$ cat src/rtl/ad_ip_jesd204_tpl_adc_pn_sweep_if.sv
// Bundles the control, status and PN-monitor signals of the PN sweep scheduler.
// Latency: none (wires only).
// Backpressure: none; start is a single-cycle request, ignored while busy.
interface ad_ip_jesd204_tpl_adc_pn_sweep_if #(
  parameter int NUM_CHANNELS = 4,
  parameter int DWELL_W      = 16
);
  logic                        start;
  logic                        abort;
  logic [NUM_CHANNELS-1:0]     channel_mask;
  logic [3:0]                  pattern_sel;
  logic [DWELL_W-1:0]          dwell_cycles;
  logic [NUM_CHANNELS-1:0]     pn_err;
  logic [NUM_CHANNELS-1:0]     pn_oos;
  logic [4*NUM_CHANNELS-1:0]   pn_seq_sel;
  logic                        busy;
  logic                        done;
  logic [NUM_CHANNELS-1:0]     pass;
  logic [NUM_CHANNELS-1:0]     oos_seen;
  logic [8*NUM_CHANNELS-1:0]   err_count;

  // Regmap/core side: drives requests and PN flags, observes results.
  modport master (
    output start, abort, channel_mask, pattern_sel, dwell_cycles, pn_err, pn_oos,
    input  pn_seq_sel, busy, done, pass, oos_seen, err_count
  );

  // Scheduler side.
  modport slave (
    input  start, abort, channel_mask, pattern_sel, dwell_cycles, pn_err, pn_oos,
    output pn_seq_sel, busy, done, pass, oos_seen, err_count
  );
endinterface

$ cat src/rtl/ad_ip_jesd204_tpl_adc_pn_sweep.sv
// Steps through masked channels: select PN code, settle, count PN errors/OOS over a dwell, latch pass.
// Latency: sweep takes k*(SETTLE_CYCLES+D+2)+1 busy cycles, done pulses the cycle after.
// Backpressure: none; start ignored while busy, abort returns to idle on the next edge.
module ad_ip_jesd204_tpl_adc_pn_sweep #(
  parameter int         NUM_CHANNELS  = 4,
  parameter int         SETTLE_CYCLES = 256,
  parameter int         DWELL_W       = 16,
  parameter logic [3:0] DEFAULT_SEL   = 4'h0
) (
  input  logic clk,
  input  logic resetn,
  ad_ip_jesd204_tpl_adc_pn_sweep_if.slave bus
);

  localparam int CH_W  = (NUM_CHANNELS > 1) ? $clog2(NUM_CHANNELS) : 1;
  localparam int SET_W = $clog2(SETTLE_CYCLES + 1);
  localparam int CNT_W = (DWELL_W > SET_W) ? DWELL_W : SET_W;
  localparam logic [CNT_W-1:0]   CNT_ONE    = 1;
  localparam logic [CNT_W-1:0]   SETTLE_LD  = CNT_W'(SETTLE_CYCLES - 1);
  localparam logic [DWELL_W-1:0] DWELL_ONE  = 1;

  typedef enum logic [2:0] {IDLE, SELECT, SETTLE, DWELL, NEXT} state_t;

  state_t                         state_q, state_d;
  logic [NUM_CHANNELS-1:0]        rem_q, rem_d;     // masked channels not yet visited
  logic [CH_W-1:0]                ch_q, ch_d;       // channel under test
  logic [3:0]                     pat_q, pat_d;
  logic [DWELL_W-1:0]             dwell_q, dwell_d;
  logic [CNT_W-1:0]               cnt_q, cnt_d;     // shared settle/dwell down-counter
  logic                           busy_q, busy_d;
  logic                           done_q, done_d;
  logic [NUM_CHANNELS-1:0]        pass_q, pass_d;
  logic [NUM_CHANNELS-1:0]        oos_q, oos_d;
  logic [NUM_CHANNELS-1:0][7:0]   errc_q, errc_d;
  logic [NUM_CHANNELS-1:0][3:0]   sel_q, sel_d;

  logic                           nxt_vld;
  logic [CH_W-1:0]                nxt_ch;

  // Lowest-index channel still pending in this sweep.
  always_comb begin
    nxt_vld = 1'b0;
    nxt_ch  = '0;
    for (int i = NUM_CHANNELS - 1; i >= 0; i--) begin
      if (rem_q[i]) begin
        nxt_vld = 1'b1;
        nxt_ch  = CH_W'(i);
      end
    end
  end

  // Next-state, result accumulation and registered-output decode.
  always_comb begin
    state_d = state_q;
    rem_d   = rem_q;
    ch_d    = ch_q;
    pat_d   = pat_q;
    dwell_d = dwell_q;
    cnt_d   = cnt_q;
    pass_d  = pass_q;
    oos_d   = oos_q;
    errc_d  = errc_q;
    done_d  = 1'b0;

    // Abort beats every transition; results already latched are left untouched.
    if (bus.abort && (state_q != IDLE)) begin
      state_d = IDLE;
    end else begin
      case (state_q)
        IDLE: begin
          if (bus.start) begin
            state_d = SELECT;
            rem_d   = bus.channel_mask;
            pat_d   = bus.pattern_sel;
            dwell_d = (bus.dwell_cycles == '0) ? DWELL_ONE : bus.dwell_cycles;
            pass_d  = '0;
            oos_d   = '0;
            errc_d  = '0;
          end
        end
        SELECT: begin
          if (nxt_vld) begin
            state_d       = SETTLE;
            ch_d          = nxt_ch;
            rem_d[nxt_ch] = 1'b0;
            cnt_d         = SETTLE_LD;
          end else begin
            state_d = IDLE;
            done_d  = 1'b1;
          end
        end
        SETTLE: begin
          if (cnt_q == '0) begin
            state_d = DWELL;
            cnt_d   = CNT_W'(dwell_q) - CNT_ONE;
          end else begin
            cnt_d = cnt_q - CNT_ONE;
          end
        end
        DWELL: begin
          if (bus.pn_err[ch_q] && (errc_q[ch_q] != 8'hFF)) begin
            errc_d[ch_q] = errc_q[ch_q] + 8'd1;
          end
          if (bus.pn_oos[ch_q]) begin
            oos_d[ch_q] = 1'b1;
          end
          if (cnt_q == '0) begin
            state_d = NEXT;
          end else begin
            cnt_d = cnt_q - CNT_ONE;
          end
        end
        NEXT: begin
          pass_d[ch_q] = (errc_q[ch_q] == 8'd0) && !oos_q[ch_q];
          state_d      = SELECT;
        end
        default: state_d = IDLE;
      endcase
    end

    busy_d = (state_d != IDLE);

    // Only the channel under test sees the pattern, from SETTLE entry until NEXT exit.
    for (int i = 0; i < NUM_CHANNELS; i++) begin
      sel_d[i] = DEFAULT_SEL;
    end
    if ((state_d == SETTLE) || (state_d == DWELL) || (state_d == NEXT)) begin
      sel_d[ch_d] = pat_d;
    end
  end

  // State and output registers; reset returns everything to idle defaults.
  always_ff @(posedge clk or negedge resetn) begin
    if (!resetn) begin
      state_q <= IDLE;
      rem_q   <= '0;
      ch_q    <= '0;
      pat_q   <= '0;
      dwell_q <= '0;
      cnt_q   <= '0;
      busy_q  <= 1'b0;
      done_q  <= 1'b0;
      pass_q  <= '0;
      oos_q   <= '0;
      errc_q  <= '0;
      for (int i = 0; i < NUM_CHANNELS; i++) begin
        sel_q[i] <= DEFAULT_SEL;
      end
    end else begin
      state_q <= state_d;
      rem_q   <= rem_d;
      ch_q    <= ch_d;
      pat_q   <= pat_d;
      dwell_q <= dwell_d;
      cnt_q   <= cnt_d;
      busy_q  <= busy_d;
      done_q  <= done_d;
      pass_q  <= pass_d;
      oos_q   <= oos_d;
      errc_q  <= errc_d;
      sel_q   <= sel_d;
    end
  end

  assign bus.pn_seq_sel = sel_q;
  assign bus.busy       = busy_q;
  assign bus.done       = done_q;
  assign bus.pass       = pass_q;
  assign bus.oos_seen   = oos_q;
  assign bus.err_count  = errc_q;

endmodule

$ cat src/flat_wrapper.sv
// flat-port wrapper written by rule: the top's interface ports become plain ports
module ad_ip_jesd204_tpl_adc_pn_sweep_flat 
#(
  parameter int         NUM_CHANNELS  = 4,
  parameter int         SETTLE_CYCLES = 256,
  parameter int         DWELL_W       = 16,
  parameter logic [3:0] DEFAULT_SEL   = 4'h0
)
  (clk, resetn, bus_start, bus_abort, bus_channel_mask, bus_pattern_sel, bus_dwell_cycles, bus_pn_err, bus_pn_oos, bus_pn_seq_sel, bus_busy, bus_done, bus_pass, bus_oos_seen, bus_err_count);
  ad_ip_jesd204_tpl_adc_pn_sweep_if #(.NUM_CHANNELS(NUM_CHANNELS), .DWELL_W(DWELL_W)) bus_i ();
  input  logic clk;
  input  logic resetn;
  input wire logic [$bits(bus_i.start)-1:0] bus_start;
  input wire logic [$bits(bus_i.abort)-1:0] bus_abort;
  input wire logic [$bits(bus_i.channel_mask)-1:0] bus_channel_mask;
  input wire logic [$bits(bus_i.pattern_sel)-1:0] bus_pattern_sel;
  input wire logic [$bits(bus_i.dwell_cycles)-1:0] bus_dwell_cycles;
  input wire logic [$bits(bus_i.pn_err)-1:0] bus_pn_err;
  input wire logic [$bits(bus_i.pn_oos)-1:0] bus_pn_oos;
  output wire logic [$bits(bus_i.pn_seq_sel)-1:0] bus_pn_seq_sel;
  output wire logic [$bits(bus_i.busy)-1:0] bus_busy;
  output wire logic [$bits(bus_i.done)-1:0] bus_done;
  output wire logic [$bits(bus_i.pass)-1:0] bus_pass;
  output wire logic [$bits(bus_i.oos_seen)-1:0] bus_oos_seen;
  output wire logic [$bits(bus_i.err_count)-1:0] bus_err_count;
  assign bus_i.start = bus_start;
  assign bus_i.abort = bus_abort;
  assign bus_i.channel_mask = bus_channel_mask;
  assign bus_i.pattern_sel = bus_pattern_sel;
  assign bus_i.dwell_cycles = bus_dwell_cycles;
  assign bus_i.pn_err = bus_pn_err;
  assign bus_i.pn_oos = bus_pn_oos;
  assign bus_pn_seq_sel = bus_i.pn_seq_sel;
  assign bus_busy = bus_i.busy;
  assign bus_done = bus_i.done;
  assign bus_pass = bus_i.pass;
  assign bus_oos_seen = bus_i.oos_seen;
  assign bus_err_count = bus_i.err_count;
  ad_ip_jesd204_tpl_adc_pn_sweep #(.NUM_CHANNELS(NUM_CHANNELS), .SETTLE_CYCLES(SETTLE_CYCLES), .DWELL_W(DWELL_W), .DEFAULT_SEL(DEFAULT_SEL)) u_core (.clk(clk), .resetn(resetn), .bus(bus_i));
endmodule
$ cat config.mk
export PLATFORM = sky130hd
export DESIGN_NAME = ad_ip_jesd204_tpl_adc_pn_sweep_flat
export DESIGN_NICKNAME = d
export VERILOG_FILES = /design/src/rtl/ad_ip_jesd204_tpl_adc_pn_sweep_if.sv /design/src/rtl/ad_ip_jesd204_tpl_adc_pn_sweep.sv /design/src/flat_wrapper.sv
export SDC_FILE = /design/constraint.sdc
export NUM_CORES = 1
export LEC_CHECK = 0
export BUFFER_PORTS_ARGS = -buffer_cell sky130_fd_sc_hd__buf_4
export CAP_MARGIN = 0
export CORE_ASPECT_RATIO = 1.25
export CORE_MARGIN = 5
export CORE_UTILIZATION = 40
export DETAILED_ROUTE_END_ITERATION = 6
export GPL_ROUTABILITY_DRIVEN = 0
export GPL_TIMING_DRIVEN = 0
export PLACE_DENSITY = 0.66
export SLEW_MARGIN = 20
export SYNTH_ARGS = -nofsm -noshare
export SYNTH_HDL_FRONTEND = slang
export SYNTH_SLANG_ARGS = --single-unit
$ cat constraint.sdc
create_clock -name clk -period 2.4 [get_ports clk]
set_input_delay 0.24 -clock clk [delete_from_list [all_inputs] [get_ports clk]]
set_output_delay 0.24 -clock clk [all_outputs]
set_load 0.01 [all_outputs]
* Yosys cells after proc, flatten, opt, wreduce, memory -nomap -nowiden
Cells that the tools add are included.
Operators by class: add/subtract/negate cells 3, $lt $le $gt $ge 6, equal/unequal tests 13, multiplexer cells 57, bitwise operators 5, reductions and logical operators 25
Operators by type and width (number):
- $mux W16 | 5
- $mux W32 | 2
- $pmux W32 S2 | 1
- $pmux W16 S3 | 1
- $bwmux W32 | 1
- $logic_not A16 Y1 | 2
- $mux W4 | 8
- $sub A16 B1 Y16 const B | 2
- $pmux W4 S2 | 3
- $and A16 B16 Y16 | 1
- $bmux W8 S2 | 1
- $demux W8 S2 | 1
- $mux W2 | 8
- $mux W8 | 2
- $reduce_and A4 Y1 | 4
- $pmux W3 S5 | 1
- $eq A3 B2 Y1 const B | 4
- $mux W1 | 12
- $mux W3 | 4
- $lt A2 B3 Y1 const B | 3
- $reduce_bool A3 Y1 | 3
- $add A8 B1 Y8 const B | 1
- $demux W4 S2 | 1
- $logic_not A8 Y1 | 1
- other kinds (19) | 37
Storage, ports and cells: bits in registers 103, input bits 36, output and inout port bits 58, logic and storage cells 127

* Longest topological paths before layout
Gate-level depths: netlist of the first run.
depth in word-level cells 13, depth in mapped cells 10, depth with buffers taken out 9

* Worst setup path after synthesis of the first run
No wires, ideal clock.
path type flip-flop to flip-flop, start reg u_core.ch_q[0], end reg u_core.errc_q (netlist bit u_core.bus.err_count[2]), library setup time 0.121 ns, arrival 2.327 ns, data required time 2.279 ns, path slack -0.048 ns, cell stages (with the launch flop) 9, path through dfrtp_1 -> buf_6 -> mux4_2 -> ha_1 -> and3_1 -> a31o_1 -> buf_6 -> o21bai_4 -> a22o_1
On the way: longest elaborated chain between the ends 7, elaborated cells between the ends (all ways) 17
RTL lines:
- start, declared | line ad_ip_jesd204_tpl_adc_pn_sweep.sv:26 | logic [CH_W-1:0] ch_q, ch_d;
- start signal, assigned | line ad_ip_jesd204_tpl_adc_pn_sweep.sv:152 | ch_q <= ch_d;
- branches (longest 7 deep; another with $add A8 B1 Y8)
- end signal, assigned | line ad_ip_jesd204_tpl_adc_pn_sweep.sv:160 | errc_q <= errc_d;
- end, declared | line ad_ip_jesd204_tpl_adc_pn_sweep.sv:34 | logic [NUM_CHANNELS-1:0][7:0] errc_q, errc_d;
Parallel ways; which one is timed is not known. The select of a mux whose other input is x is not followed. A chain may end at the register's enable or synchronous reset.

* Worst setup path in the final report of the first run
start reg u_core.ch_q[0], end reg u_core.errc_q (netlist bit u_core.bus.err_count[3])
The elaborated chain is that of the path after synthesis.

==> implementation parameters, run 1 <==
Parameter                              Value

Outcome
  Run status ... finished with violations
  Failing checks ... negative hold slack

Floorplan
  Core area ... 12800 sq um
  I/O pin total ... 94
  Area of the die ... 15500 sq um
  Effective utilization at floorplan ... 0.411
  Total number of placement rows ... 46
  Die Span Y ... 138 um
  Die boundary width ... 113 um

Clock network
  Clock tree sinks ... 103
  Clock Tree Buf Depth ... 2
  Number of buffers added by the clock tree synthesis step ... 9
  Worst-Skew Late Latency ... 0.35 ns
  CTS tree ... yes
  Number of levels in the clock H-tree ... 3
  Clock-pin slew reported for the worst setup and hold paths after clock tree synthesis ... 0.07 ns
  Cell at the root of the clock tree ... sky130_fd_sc_hd__clkbuf_16

Global routing
  Number of antenna violations at the first check in global routing ... 0
  Residual overflow from global routing ... 0
  Via count of the first global-routing pass ... 4663
  Overall routing resource usage ... 0.190
  Global-route wire length before repair ... 24000 um
  Pin count of the biggest net entering global routing ... 104

Worst setup path
  Endpoint of the most critical register-to-register path ... u_core.bus.err_count[3]$_DFFE_PN0P_
  Critical Path End Type ... register
  Data required time at the worst endpoint ... 2.64 ns
  Type of element launching the critical path ... register
  R2R setup slack ... 0.06 ns
  Largest fanout on the critical path ... 9
  Worst reg2reg path startpoint ... u_core.ch_q[0]$_DFF_PN0_
  Worst path arrival time ... 2.58 ns
  Launch point of the critical path ... u_core.ch_q[0]$_DFF_PN0_
  Cell count of the worst reg-to-reg path ... 8
  Critical Setup Path Class ... register to register
  Worst setup path end ... u_core.bus.err_count[3]$_DFFE_PN0P_

Place
  Setup Slack @ Placement ... -0.248 ns
  Dpl hpwl ... 11100 um
  IO buf count ... 93
  Placed Cells ... 790
  Placed Instance Area ... 6170 sq um

Synth
  EDFF count, synth ... 0
  Total number of yosys warnings ... 0
  Main area contributors after synthesis ... sky130_fd_sc_hd__dfrtp_1, sky130_fd_sc_hd__nand2_1, sky130_fd_sc_hd__mux4_2
  Synthesized area per cell ... 9.93 sq um
  Top flip-flop cell by instance count after synthesis ... sky130_fd_sc_hd__dfrtp_1
  Yosys cell types ... 62
  Flip-flop and latch count after synthesis ... 103
  Sequential element share of the synthesized area ... 0.491
  Post-synthesis cell type with the largest combined area ... sky130_fd_sc_hd__dfrtp_1
  Synthesized Nets ... 570
  Ys async rst share ... 1.00
  Post-Syn Area ... 5250 sq um
  Share of the synthesized area in the top cell type ... 0.491
  Gate count after technology mapping ... 529

Final layout
  Antenna diode instance count ... 0
  Post-Layout Cell Count ... 817
  # nets final ... 685
  Final std cell area, no fill ... 6620 sq um
  Synth-to-Final Area Change ... 26.1%
  Layout cells sized above 1 ... 0.262

Detailed routing
  Length of the first detailed-routing pass in iterations ... 5
  Routed len/inst ... 18.4 um
  DRT Wirelength ... 15000 um
  Routed via count ... 4619
  Count of antenna-violating nets left after detailed routing ... 0
  Drt via density ... 5.65
  Remaining design rule violation count ... 0
  Detailed Route Iter0 Violations ... 233

Power and ir drop
  Power density over the cells ... 919 nW/um^2
  Worst IR Drop VDD ... 0.580 mV
  Internal Dissipation ... 3.70 mW
  Share of power burned in registers ... 0.403
  Switching share of total power ... 0.393
  Static leakage ... 3.01 nW
  Part of the total power dissipated in combinational logic ... 0.366
  NetSw ... 2.39 mW
  Clock share of power ... 0.230

Timing
  Number of max-slew violations in the final report ... 0
  Fmax ... 428 MHz
  Final hold violations ... 4
  Portion of the clock cycle consumed by the worst path in the final layout ... 0.974
  Final critical path time including I/O delays and setup ... 2.34 ns
  Count of endpoints failing setup in the final report ... 0
  Max-slew headroom ... 0.363
  Final clock skew ... 0.00787 ns
  Final setup slack of the worst path ... 0.0618 ns
  Transition time at the pin with the least slew margin ... 0.956 ns
  Minimum hold slack ... -0.0136 ns

Job
  Max-cap violations ... 0

Min path
  Type of the most critical hold path ... input pin to asynchronous set/reset pin
==> placed cells by master, fill, tap and decap left out, types with 4 or more instances in the layout <==
cell type	Yosys	layout
sky130_fd_sc_hd__a32o_1	9	9
sky130_fd_sc_hd__a22o_1	27	27
sky130_fd_sc_hd__or3_1	4	4
sky130_fd_sc_hd__or4_1	4	4
sky130_fd_sc_hd__a211oi_1	6	6
sky130_fd_sc_hd__nor4_1	10	10
sky130_fd_sc_hd__o21ai_1	12	13
sky130_fd_sc_hd__xnor2_1	8	8
sky130_fd_sc_hd__inv_1	12	10
sky130_fd_sc_hd__clkbuf_16	0	9
sky130_fd_sc_hd__mux4_2	11	11
sky130_fd_sc_hd__nor2_1	53	52
sky130_fd_sc_hd__o21ai_0	16	15
sky130_fd_sc_hd__dfrtp_1	103	101
sky130_fd_sc_hd__clkbuf_1	17	14
sky130_fd_sc_hd__xor2_1	8	8
sky130_fd_sc_hd__inv_2	2	4
sky130_fd_sc_hd__a21oi_1	26	25
sky130_fd_sc_hd__and2_1	9	9
sky130_fd_sc_hd__o22a_1	4	4
sky130_fd_sc_hd__buf_4	1	106
sky130_fd_sc_hd__nand2b_1	10	10
sky130_fd_sc_hd__nor3_1	14	14
sky130_fd_sc_hd__nand3_1	4	4
sky130_fd_sc_hd__nand2_1	89	89
==> stage by stage <==
step	power [mW]	util	hold WS, ns	TNS (ns)
CTS	6.07	0.512	0.0504	0
global placement	4.50	0.483	0.447	-4.90
finish	6.09	0.518	-0.0136	0
floorplan	3.79	-	-0.0556	0
detailed placement	4.56	0.483	0.421	-5.83
global route	6.45	0.518	0.0918	-0.000593
==> Yosys cell counts (5+ instances only) <==
cell type                  count
sky130_fd_sc_hd__and2_1        9
sky130_fd_sc_hd__inv_1        12
sky130_fd_sc_hd__a21oi_1      26
sky130_fd_sc_hd__ha_1          5
sky130_fd_sc_hd__clkbuf_1     17
sky130_fd_sc_hd__nor4_1       10
sky130_fd_sc_hd__nor2_1       53
sky130_fd_sc_hd__xor2_1        8
sky130_fd_sc_hd__a211oi_1      6
sky130_fd_sc_hd__a32o_1        9
sky130_fd_sc_hd__nand2_1      89
sky130_fd_sc_hd__o21ai_1      12
sky130_fd_sc_hd__a22o_1       27
sky130_fd_sc_hd__o21ai_0      16
sky130_fd_sc_hd__xnor2_1       8
sky130_fd_sc_hd__nand2b_1     10
sky130_fd_sc_hd__nor3_1       14
sky130_fd_sc_hd__buf_2         5
sky130_fd_sc_hd__dfrtp_1     103
sky130_fd_sc_hd__mux4_2       11
==> power groups by stage <==
stage	clock, mW	sequential, mW	combinational, mW
after floorplan	0	2.41	1.39
after global placement	0	2.45	2.05
after detailed placement	0	2.47	2.10
after CTS	1.44	2.42	2.22
after global routing	1.49	2.50	2.45
final	1.40	2.45	2.23
==> worst min path at each step <==
| stage | start | endpoint | slack [ns] | cells past startpoint |
|---|---|---|---|---|
| finish | resetn | u_core.dwell_q[11]$_DFFE_PN0P_ | -0.01 | 1 |
| global route | resetn | u_core.dwell_q[11]$_DFFE_PN0P_ | 0.09 | 1 |
| CTS | resetn | u_core.dwell_q[11]$_DFFE_PN0P_ | 0.05 | 1 |
| detailed placement | resetn | u_core.dwell_q[11]$_DFFE_PN0P_ | 0.42 | 1 |
| global placement | bus_dwell_cycles[12] | u_core.dwell_q[12]$_DFFE_PN0P_ | 0.45 | 3 |
| floorplan | resetn | u_core.bus.busy$_DFF_PN0_ | -0.06 | 0 |
==> sequential cells by signal, summed over array words and instances, names as in the netlist, 3 cells and up <==
| signal | count |
|---|---|
| u_core.bus.err_count | 32 |
| u_core.bus.pn_seq_sel | 16 |
| u_core.cnt_q | 16 |
| u_core.dwell_q | 16 |
| u_core.bus.oos_seen | 4 |
| u_core.bus.pass | 4 |
| u_core.pat_q | 4 |
| u_core.rem_q | 4 |
| u_core.state_q | 3 |
==> per-layer routing <==
metal	GRT usage	wire length, um	vias up
met5	0	0	-
met3	0.0393	830	26
met4	0.0741	316	0
met2	0.330	7760	155
met1	0.231	6120	2295
li1	-	-	2143
==> worst max-delay path, stage by stage (launching register included) <==
cell	delay (ns)
sky130_fd_sc_hd__dfrtp_2	0.41
sky130_fd_sc_hd__buf_12	0.12
sky130_fd_sc_hd__mux4_2	0.55
sky130_fd_sc_hd__ha_4	0.20
sky130_fd_sc_hd__and3_4	0.15
sky130_fd_sc_hd__a31o_1	0.18
sky130_fd_sc_hd__buf_6	0.14
sky130_fd_sc_hd__o21bai_4	0.23
sky130_fd_sc_hd__a22o_1	0.25
==> cell type report <==
class / count / area [sq um]
inverter: 14 / 52.6
fill: 1164 / 6150
clock inverter: 6 / 52.6
timing repair buffer: 105 / 792
tap: 168 / 210
sequential: 103 / 2580
buffer: 24 / 139
multi-input combinational: 387 / 2570
clock buffer: 10 / 229
==> timing repair <==
| action | 4_1_cts | 5_1_grt |
|---|---|---|
| pin swaps | 3 | 6 |
| setup endpoints to repair | 57 | 25 |
| hold buffers | 0 | 0 |
| setup buffers | 7 | 5 |
| gates resized for setup | 9 | 18 |
==> logic make-up after synthesis <==
kind of cell / count (synthesis) / synth area share
adders and majority gates: 5 / 0.0119
and+or+nand+nor: 225 / 0.208
muxes: 12 / 0.0491
buffers and inverters: 39 / 0.0326
AOI/OAI and AO/OA: 129 / 0.181
xor gates and xnor gates: 16 / 0.0267
DFF: 103 / 0.491
(Power assumes the default switching activity.)
==> run 2, diff against run 1 <==
==> constraint.sdc (replaced) <==
create_clock -name clk -period 2.1 [get_ports clk]
set_input_delay 0.21 -clock clk [delete_from_list [all_inputs] [get_ports clk]]
set_output_delay 0.21 -clock clk [all_outputs]
set_load 0.01 [all_outputs]
==> implementation parameters, run 2 (same netlist as run 1, synthesis figures left out) <==
Parameter                              Value

Detailed routing
  Count of antenna-violating nets left after detailed routing ... 0 (unchanged)
  Detailed Route Iter0 Violations ... 335 (was 233)
  Routed via count ... 4798 (was 4619)
  Length of the first detailed-routing pass in iterations ... 5 (unchanged)
  Drt via density ... 5.73 (was 5.65)
  DRT Wirelength ... 15900 um (was 15000 um)
  Remaining design rule violation count ... 0 (unchanged)
  Routed len/inst ... 19.0 um (was 18.4 um)

Clock network
  Clock-pin slew reported for the worst setup and hold paths after clock tree synthesis ... 0.07 ns (about the same)
  Worst-Skew Late Latency ... 0.35 ns (about the same)
  Cell at the root of the clock tree ... sky130_fd_sc_hd__clkbuf_16 (unchanged)
  Clock Tree Buf Depth ... 2 (unchanged)
  Clock tree sinks ... 103 (unchanged)
  Count of hold buffers inserted by post-cts repair ... 0 (unchanged)
  Number of buffers added by the clock tree synthesis step ... 9 (unchanged)
  CTS tree ... yes (unchanged)
  Number of levels in the clock H-tree ... 3 (unchanged)

Final layout
  Highest-count cells in the layout ignoring fill and taps ... sky130_fd_sc_hd__buf_4, sky130_fd_sc_hd__dfrtp_1, sky130_fd_sc_hd__nand2_1, sky130_fd_sc_hd__nor2_1, sky130_fd_sc_hd__a22o_1 (unchanged)
  Synth-to-Final Area Change ... 35.8% (was 26.1%)
  Layout cells sized above 1 ... 0.359 (was 0.262)
  Flip-flop count of the largest register, all copies and words added ... 32 (unchanged)
  Most common library cell in the layout ignoring fill and taps ... sky130_fd_sc_hd__buf_4 (unchanged)
  Antenna diode instance count ... 0 (unchanged)
  # nets final ... 705 (was 685)

Floorplan
  Die Span Y ... 138 um (unchanged)
  Core area ... 12800 sq um (unchanged)
  Total number of placement rows ... 46 (unchanged)
  Die boundary width ... 113 um (unchanged)
  Area of the die ... 15500 sq um (unchanged)
  I/O pin total ... 94 (unchanged)
  Effective utilization at floorplan ... 0.411 (unchanged)

Timing
  Final critical path time including I/O delays and setup ... 2.35 ns (was 2.34 ns)
  Fmax ... 425 MHz (was 428 MHz)
  RSZ-0062 raised after global routing ... true
  Final clock skew ... 0.00755 ns (was 0.00787 ns)
  Portion of the clock cycle consumed by the worst path in the final layout ... 1.12 (was 0.974)
  Final hold violations ... 45 (was 4)
  Final setup TNS ... -7.54 ns (was 0 ns)
  Number of max-slew violations in the final report ... 0 (unchanged)
  Count of endpoints failing setup in the final report ... 46 (was 0)
  Max-slew headroom ... 0.375 (was 0.363)
  Minimum hold slack ... -0.0309 ns (was -0.0136 ns)
  Final setup slack of the worst path ... -0.251 ns (was 0.0618 ns)
  Transition time at the pin with the least slew margin ... 0.938 ns (was 0.956 ns)

Job
  Max-cap violations ... 0 (unchanged)

Worst setup path
  Cell count of the worst reg-to-reg path ... 8 (unchanged)
  Endpoint of the most critical register-to-register path ... u_core.bus.err_count[3]$_DFFE_PN0P_ (unchanged)
  Type of element launching the critical path ... register (unchanged)
  Worst path arrival time ... 2.58 ns (about the same)
  Critical Path End Type ... register (unchanged)
  Launch point of the critical path ... u_core.ch_q[0]$_DFF_PN0_ (unchanged)
  Data required time at the worst endpoint ... 2.33 ns (was 2.64 ns)
  Worst reg2reg path startpoint ... u_core.ch_q[0]$_DFF_PN0_ (unchanged)
  Critical Setup Path Class ... register to register (unchanged)
  Worst setup path end ... u_core.bus.err_count[3]$_DFFE_PN0P_ (unchanged)
  R2R setup slack ... -0.25 ns (was 0.06 ns)
  Largest fanout on the critical path ... 8 (was 9)

Global routing
  Via count of the first global-routing pass ... 4858 (was 4663)
  Number of antenna violations at the first check in global routing ... 0 (unchanged)
  Global-route wire length before repair ... 24900 um (was 24000 um)
  Residual overflow from global routing ... 0 (unchanged)
  Overall routing resource usage ... 0.195 (was 0.190)
  Pin count of the biggest net entering global routing ... 104 (unchanged)

Place
  Setup Slack @ Placement ... -0.538 ns (was -0.248 ns)
  Dpl hpwl ... 10800 um (was 11100 um)
  IO buf count ... 93 (unchanged)

Power and ir drop
  Power density over the cells ... 1060 nW/um^2 (was 919 nW/um^2)
  Worst IR Drop VDD ... 0.509 mV (was 0.580 mV)
  Static leakage ... 3.21 nW (was 3.01 nW)
  Design Power ... 7.57 mW (was 6.09 mW)

Outcome
  Run status ... finished with violations (unchanged)
  Failing checks ... negative hold slack, negative setup slack (was negative hold slack)

Min path
  Type of the most critical hold path ... input pin to asynchronous set/reset pin (unchanged)
[run 2: changes by cell type in the layout (fill, tap and decap cells not counted), sizes merged]
cell    before  now
bufinv       0    1
clkinv       1    3
clkbuf      27   26
buf        112  134
inv         17   13
[run 2: stage by stage]
stage / instances / instance area [sq um] / utilization
floorplan: 529 / 5290 / -
global placement: 790 / 6200 / 0.485
detailed placement: 790 / 6200 / 0.485
CTS: 825 / 6790 / 0.531
global route: 837 / 7130 / 0.558
finish: 837 / 7130 / 0.558
[run 2: layer usage]
metal | vias up | global-route usage | share of wire
met5 | - | 0 | 0
met4 | 0 | 0.0747 | 0.031
met3 | 48 | 0.0354 | 0.052
met2 | 189 | 0.333 | 0.51
met1 | 2381 | 0.245 | 0.41
li1 | 2180 | - | -
[run 2: power by group]
part	switching [mW]	leakage (nW)	internal, mW
Sequential	0.457	1.35	2.38
Clock	0.736	0.136	0.926
Combinational	1.77	1.72	1.31
Total	2.96	3.21	4.61
[run 2: worst max-delay path, stage by stage, from the launching register on]
cell                       delay (ns)
sky130_fd_sc_hd__dfrtp_2         0.41
sky130_fd_sc_hd__buf_12          0.12
sky130_fd_sc_hd__mux4_2          0.58
sky130_fd_sc_hd__ha_4            0.20
sky130_fd_sc_hd__and3_4          0.14
sky130_fd_sc_hd__a31o_1          0.18
sky130_fd_sc_hd__buf_6           0.14
sky130_fd_sc_hd__o21bai_4        0.23
sky130_fd_sc_hd__a22o_1          0.24
[run 2: worst min-delay path by stage]
stage | start | slack, ns | end | cells after the start
after floorplan | resetn | -0.09 | u_core.bus.busy$_DFF_PN0_ | 0
after global placement | bus_dwell_cycles[11] | 0.41 | u_core.dwell_q[11]$_DFFE_PN0P_ | 3
after detailed placement | resetn | 0.40 | u_core.dwell_q[9]$_DFFE_PN0P_ | 1
after CTS | resetn | 0.03 | u_core.dwell_q[9]$_DFFE_PN0P_ | 1
after global routing | resetn | 0.06 | u_core.dwell_q[11]$_DFFE_PN0P_ | 1
final | resetn | -0.03 | u_core.dwell_q[11]$_DFFE_PN0P_ | 1
[run 2: cell type report]
class	instances	area [sq um]
Inverter	14	65.1
Fill cell	1102	5640
Multi-Input combinational cell	387	2850
Sequential cell	103	2580
Timing Repair Buffer	126	978
Tap cell	168	210
Clock inverter	5	58.8
Buffer	23	158
Clock buffer	11	233
[run 2: what timing repair did]
action                     CTS  global route
pin swaps                   18            29
cloned                       0             2
gates resized for setup     44            54
setup endpoints to repair   86            80
setup buffers               20            11
==> run 3, diff against run 2 <==
--- a/config.mk
+++ b/config.mk
@@ -5,8 +5,8 @@
 export SDC_FILE = /design/constraint.sdc
 export NUM_CORES = 1
 export LEC_CHECK = 0
-export BUFFER_PORTS_ARGS = -buffer_cell sky130_fd_sc_hd__buf_4
-export CAP_MARGIN = 0
+export BUFFER_PORTS_ARGS = -buffer_cell sky130_fd_sc_hd__buf_2
+export CAP_MARGIN = 20
 export CORE_ASPECT_RATIO = 1.25
 export CORE_MARGIN = 5
 export CORE_UTILIZATION = 40
==> implementation parameters, run 3 (same netlist as run 1, synthesis figures left out) <==
Parameter                              Value

Worst setup path
  Critical Setup Path Class ... register to register (unchanged)
  Worst setup path end ... u_core.bus.err_count[7]$_DFFE_PN0P_ (was u_core.bus.err_count[3]$_DFFE_PN0P_)
  Cell count of the worst reg-to-reg path ... 8 (unchanged)
  Type of element launching the critical path ... register (unchanged)
  Data required time at the worst endpoint ... 2.34 ns (was 2.33 ns)
  Launch point of the critical path ... u_core.ch_q[0]$_DFF_PN0_ (unchanged)
  Worst reg2reg path startpoint ... u_core.ch_q[0]$_DFF_PN0_ (unchanged)
  R2R setup slack ... -0.27 ns (was -0.25 ns)
  Endpoint of the most critical register-to-register path ... u_core.bus.err_count[7]$_DFFE_PN0P_ (was u_core.bus.err_count[3]$_DFFE_PN0P_)
  Worst path arrival time ... 2.61 ns (was 2.58 ns)
  Largest fanout on the critical path ... 9 (was 8)
  Critical Path End Type ... register (unchanged)

Clock network
  Clock-pin slew reported for the worst setup and hold paths after clock tree synthesis ... 0.08 ns (was 0.07 ns)
  Number of levels in the clock H-tree ... 3 (unchanged)
  Worst-Skew Late Latency ... 0.35 ns (about the same)
  Cell at the root of the clock tree ... sky130_fd_sc_hd__clkbuf_16 (unchanged)
  CTS tree ... yes (unchanged)
  Clock tree sinks ... 103 (unchanged)
  Number of buffers added by the clock tree synthesis step ... 9 (unchanged)
  Clock Tree Buf Depth ... 2 (unchanged)

Timing
  Final critical path time including I/O delays and setup ... 2.37 ns (was 2.35 ns)
  Number of max-slew violations in the final report ... 0 (unchanged)
  Final hold violations ... 0 (was 45)
  Fmax ... 422 MHz (was 425 MHz)
  Portion of the clock cycle consumed by the worst path in the final layout ... 1.13 (was 1.12)
  Final clock skew ... 0.00639 ns (was 0.00755 ns)
  RSZ-0062 raised after global routing ... true (unchanged)
  Transition time at the pin with the least slew margin ... 0.681 ns (was 0.938 ns)
  Max-slew headroom ... 0.542 (was 0.375)
  Count of endpoints failing setup in the final report ... 50 (was 46)
  Final setup TNS ... -8.96 ns (was -7.54 ns)
  Final setup slack of the worst path ... -0.270 ns (was -0.251 ns)

Power and ir drop
  Power density over the cells ... 1070 nW/um^2 (was 1060 nW/um^2)
  Worst IR Drop VDD ... 0.634 mV (was 0.509 mV)
  Design Power ... 7.52 mW (was 7.57 mW)
  Static leakage ... 3.23 nW (was 3.21 nW)

Final layout
  Layout cells sized above 1 ... 0.365 (was 0.359)
  Flip-flop count of the largest register, all copies and words added ... 32 (unchanged)
  Synth-to-Final Area Change ... 33.2% (was 35.8%)
  Final std cell area, no fill ... 7000 sq um (was 7130 sq um)
  Most common library cell in the layout ignoring fill and taps ... sky130_fd_sc_hd__dfrtp_1 (was sky130_fd_sc_hd__buf_4)
  Antenna diode instance count ... 0 (unchanged)
  Highest-count cells in the layout ignoring fill and taps ... sky130_fd_sc_hd__dfrtp_1, sky130_fd_sc_hd__buf_2, sky130_fd_sc_hd__nand2_1, sky130_fd_sc_hd__nor2_1, sky130_fd_sc_hd__buf_4 (was sky130_fd_sc_hd__buf_4, sky130_fd_sc_hd__dfrtp_1, sky130_fd_sc_hd__nand2_1, sky130_fd_sc_hd__nor2_1, sky130_fd_sc_hd__a22o_1)
  # nets final ... 708 (was 705)
  Utilization after layout ... 0.548 (was 0.558)
  Post-Layout Cell Count ... 840 (was 837)

Detailed routing
  DRT Wirelength ... 15900 um (about the same)
  Routed via count ... 4868 (was 4798)
  Length of the first detailed-routing pass in iterations ... 5 (unchanged)
  Remaining design rule violation count ... 0 (unchanged)
  Routed len/inst ... 18.9 um (was 19.0 um)
  Drt via density ... 5.80 (was 5.73)
  Count of antenna-violating nets left after detailed routing ... 0 (unchanged)
  Detailed Route Iter0 Violations ... 283 (was 335)

Global routing
  Pin count of the biggest net entering global routing ... 55 (was 104)
  Overall routing resource usage ... 0.200 (was 0.195)
  Residual overflow from global routing ... 0 (unchanged)
  Number of antenna violations at the first check in global routing ... 1 (was 0)
  Global-route wire length before repair ... 25400 um (was 24900 um)
  Via count of the first global-routing pass ... 4952 (was 4858)

Place
  Placed Instance Area ... 6000 sq um (was 6200 sq um)
  Dpl hpwl ... 11000 um (was 10800 um)
  IO buf count ... 93 (unchanged)
  Placed Cells ... 791 (was 790)

Outcome
  Run status ... finished with violations (unchanged)
  Failing checks ... negative setup slack (was negative hold slack, negative setup slack)

Floorplan
  Area of the die ... 15500 sq um (unchanged)
  Die Span Y ... 138 um (unchanged)
  I/O pin total ... 94 (unchanged)
  Core area ... 12800 sq um (unchanged)
  Effective utilization at floorplan ... 0.411 (unchanged)
  Die boundary width ... 113 um (unchanged)
  Total number of placement rows ... 46 (unchanged)

Min path
  Type of the most critical hold path ... input pin to register (was input pin to asynchronous set/reset pin)

Job
  Max-cap violations ... 0 (unchanged)
## run 3: layer usage
metal | vias up | GRT usage | part of all wire
met5 | - | 0 | 0.00082
met4 | 2 | 0.0677 | 0.030
met3 | 48 | 0.0458 | 0.058
met2 | 212 | 0.336 | 0.51
met1 | 2406 | 0.254 | 0.40
li1 | 2200 | - | -
## run 3: area by class of cell
class | count | area, sq um
plain buffers | 22 | 161
clock inverters | 7 | 91.3
fillers | 1109 | 5780
flip-flops and latches | 103 | 2580
multi-input cells | 387 | 2850
well taps | 168 | 210
inverters | 14 | 55.1
clock buffers | 9 | 225
repair buffers | 130 | 818
## run 3: repair_timing
item | CTS | global route
buffers inserted | 24 | 10
cloned | 0 | 1
setup endpoints to repair | 87 | 82
pin swaps | 15 | 21
endpoints found under the hold margin | 49 | 0
hold buffers | 1 | 0
gates resized for setup | 53 | 55
## run 3: metrics by stage
step | setup slack, ns | hold slack [ns]
floorplan | -0.224 | -0.0856
global placement | -0.465 | 0.422
detailed placement | -0.480 | 0.188
CTS | -0.261 | 0.0540
global route | -0.318 | 0.0619
finish | -0.270 | 0.0632
## run 3: worst max-delay path, stage by stage, from the launching register on
cell and delay, ns:
sky130_fd_sc_hd__dfrtp_2 0.41, sky130_fd_sc_hd__buf_12 0.12, sky130_fd_sc_hd__mux4_2 0.57, sky130_fd_sc_hd__ha_4 0.20, sky130_fd_sc_hd__and3_4 0.15, sky130_fd_sc_hd__a31o_1 0.18
sky130_fd_sc_hd__buf_6 0.14, sky130_fd_sc_hd__o21bai_4 0.23, sky130_fd_sc_hd__a22o_1 0.25
## run 3: how the worst min path moves through the flow
stage                          from                        endpoint  cells past startpoint
2_1_floorplan                resetn       u_core.bus.busy$_DFF_PN0_                      0
3_3_place_gp   bus_dwell_cycles[12]  u_core.dwell_q[12]$_DFFE_PN0P_                      3
3_5_place_dp                 resetn  u_core.dwell_q[10]$_DFFE_PN0P_                      1
4_1_cts         bus_channel_mask[0]     u_core.rem_q[0]$_DFFE_PN0P_                      3
5_1_grt         bus_channel_mask[0]     u_core.rem_q[0]$_DFFE_PN0P_                      3
6_report        bus_channel_mask[0]     u_core.rem_q[0]$_DFFE_PN0P_                      3
## run 3: power by group
part           switching (mW)  internal [mW]  leakage, nW
Clock                   0.817          0.952        0.151
Sequential              0.445           2.38         1.35
Combinational            1.75           1.18         1.73
Total                    3.01           4.51         3.23
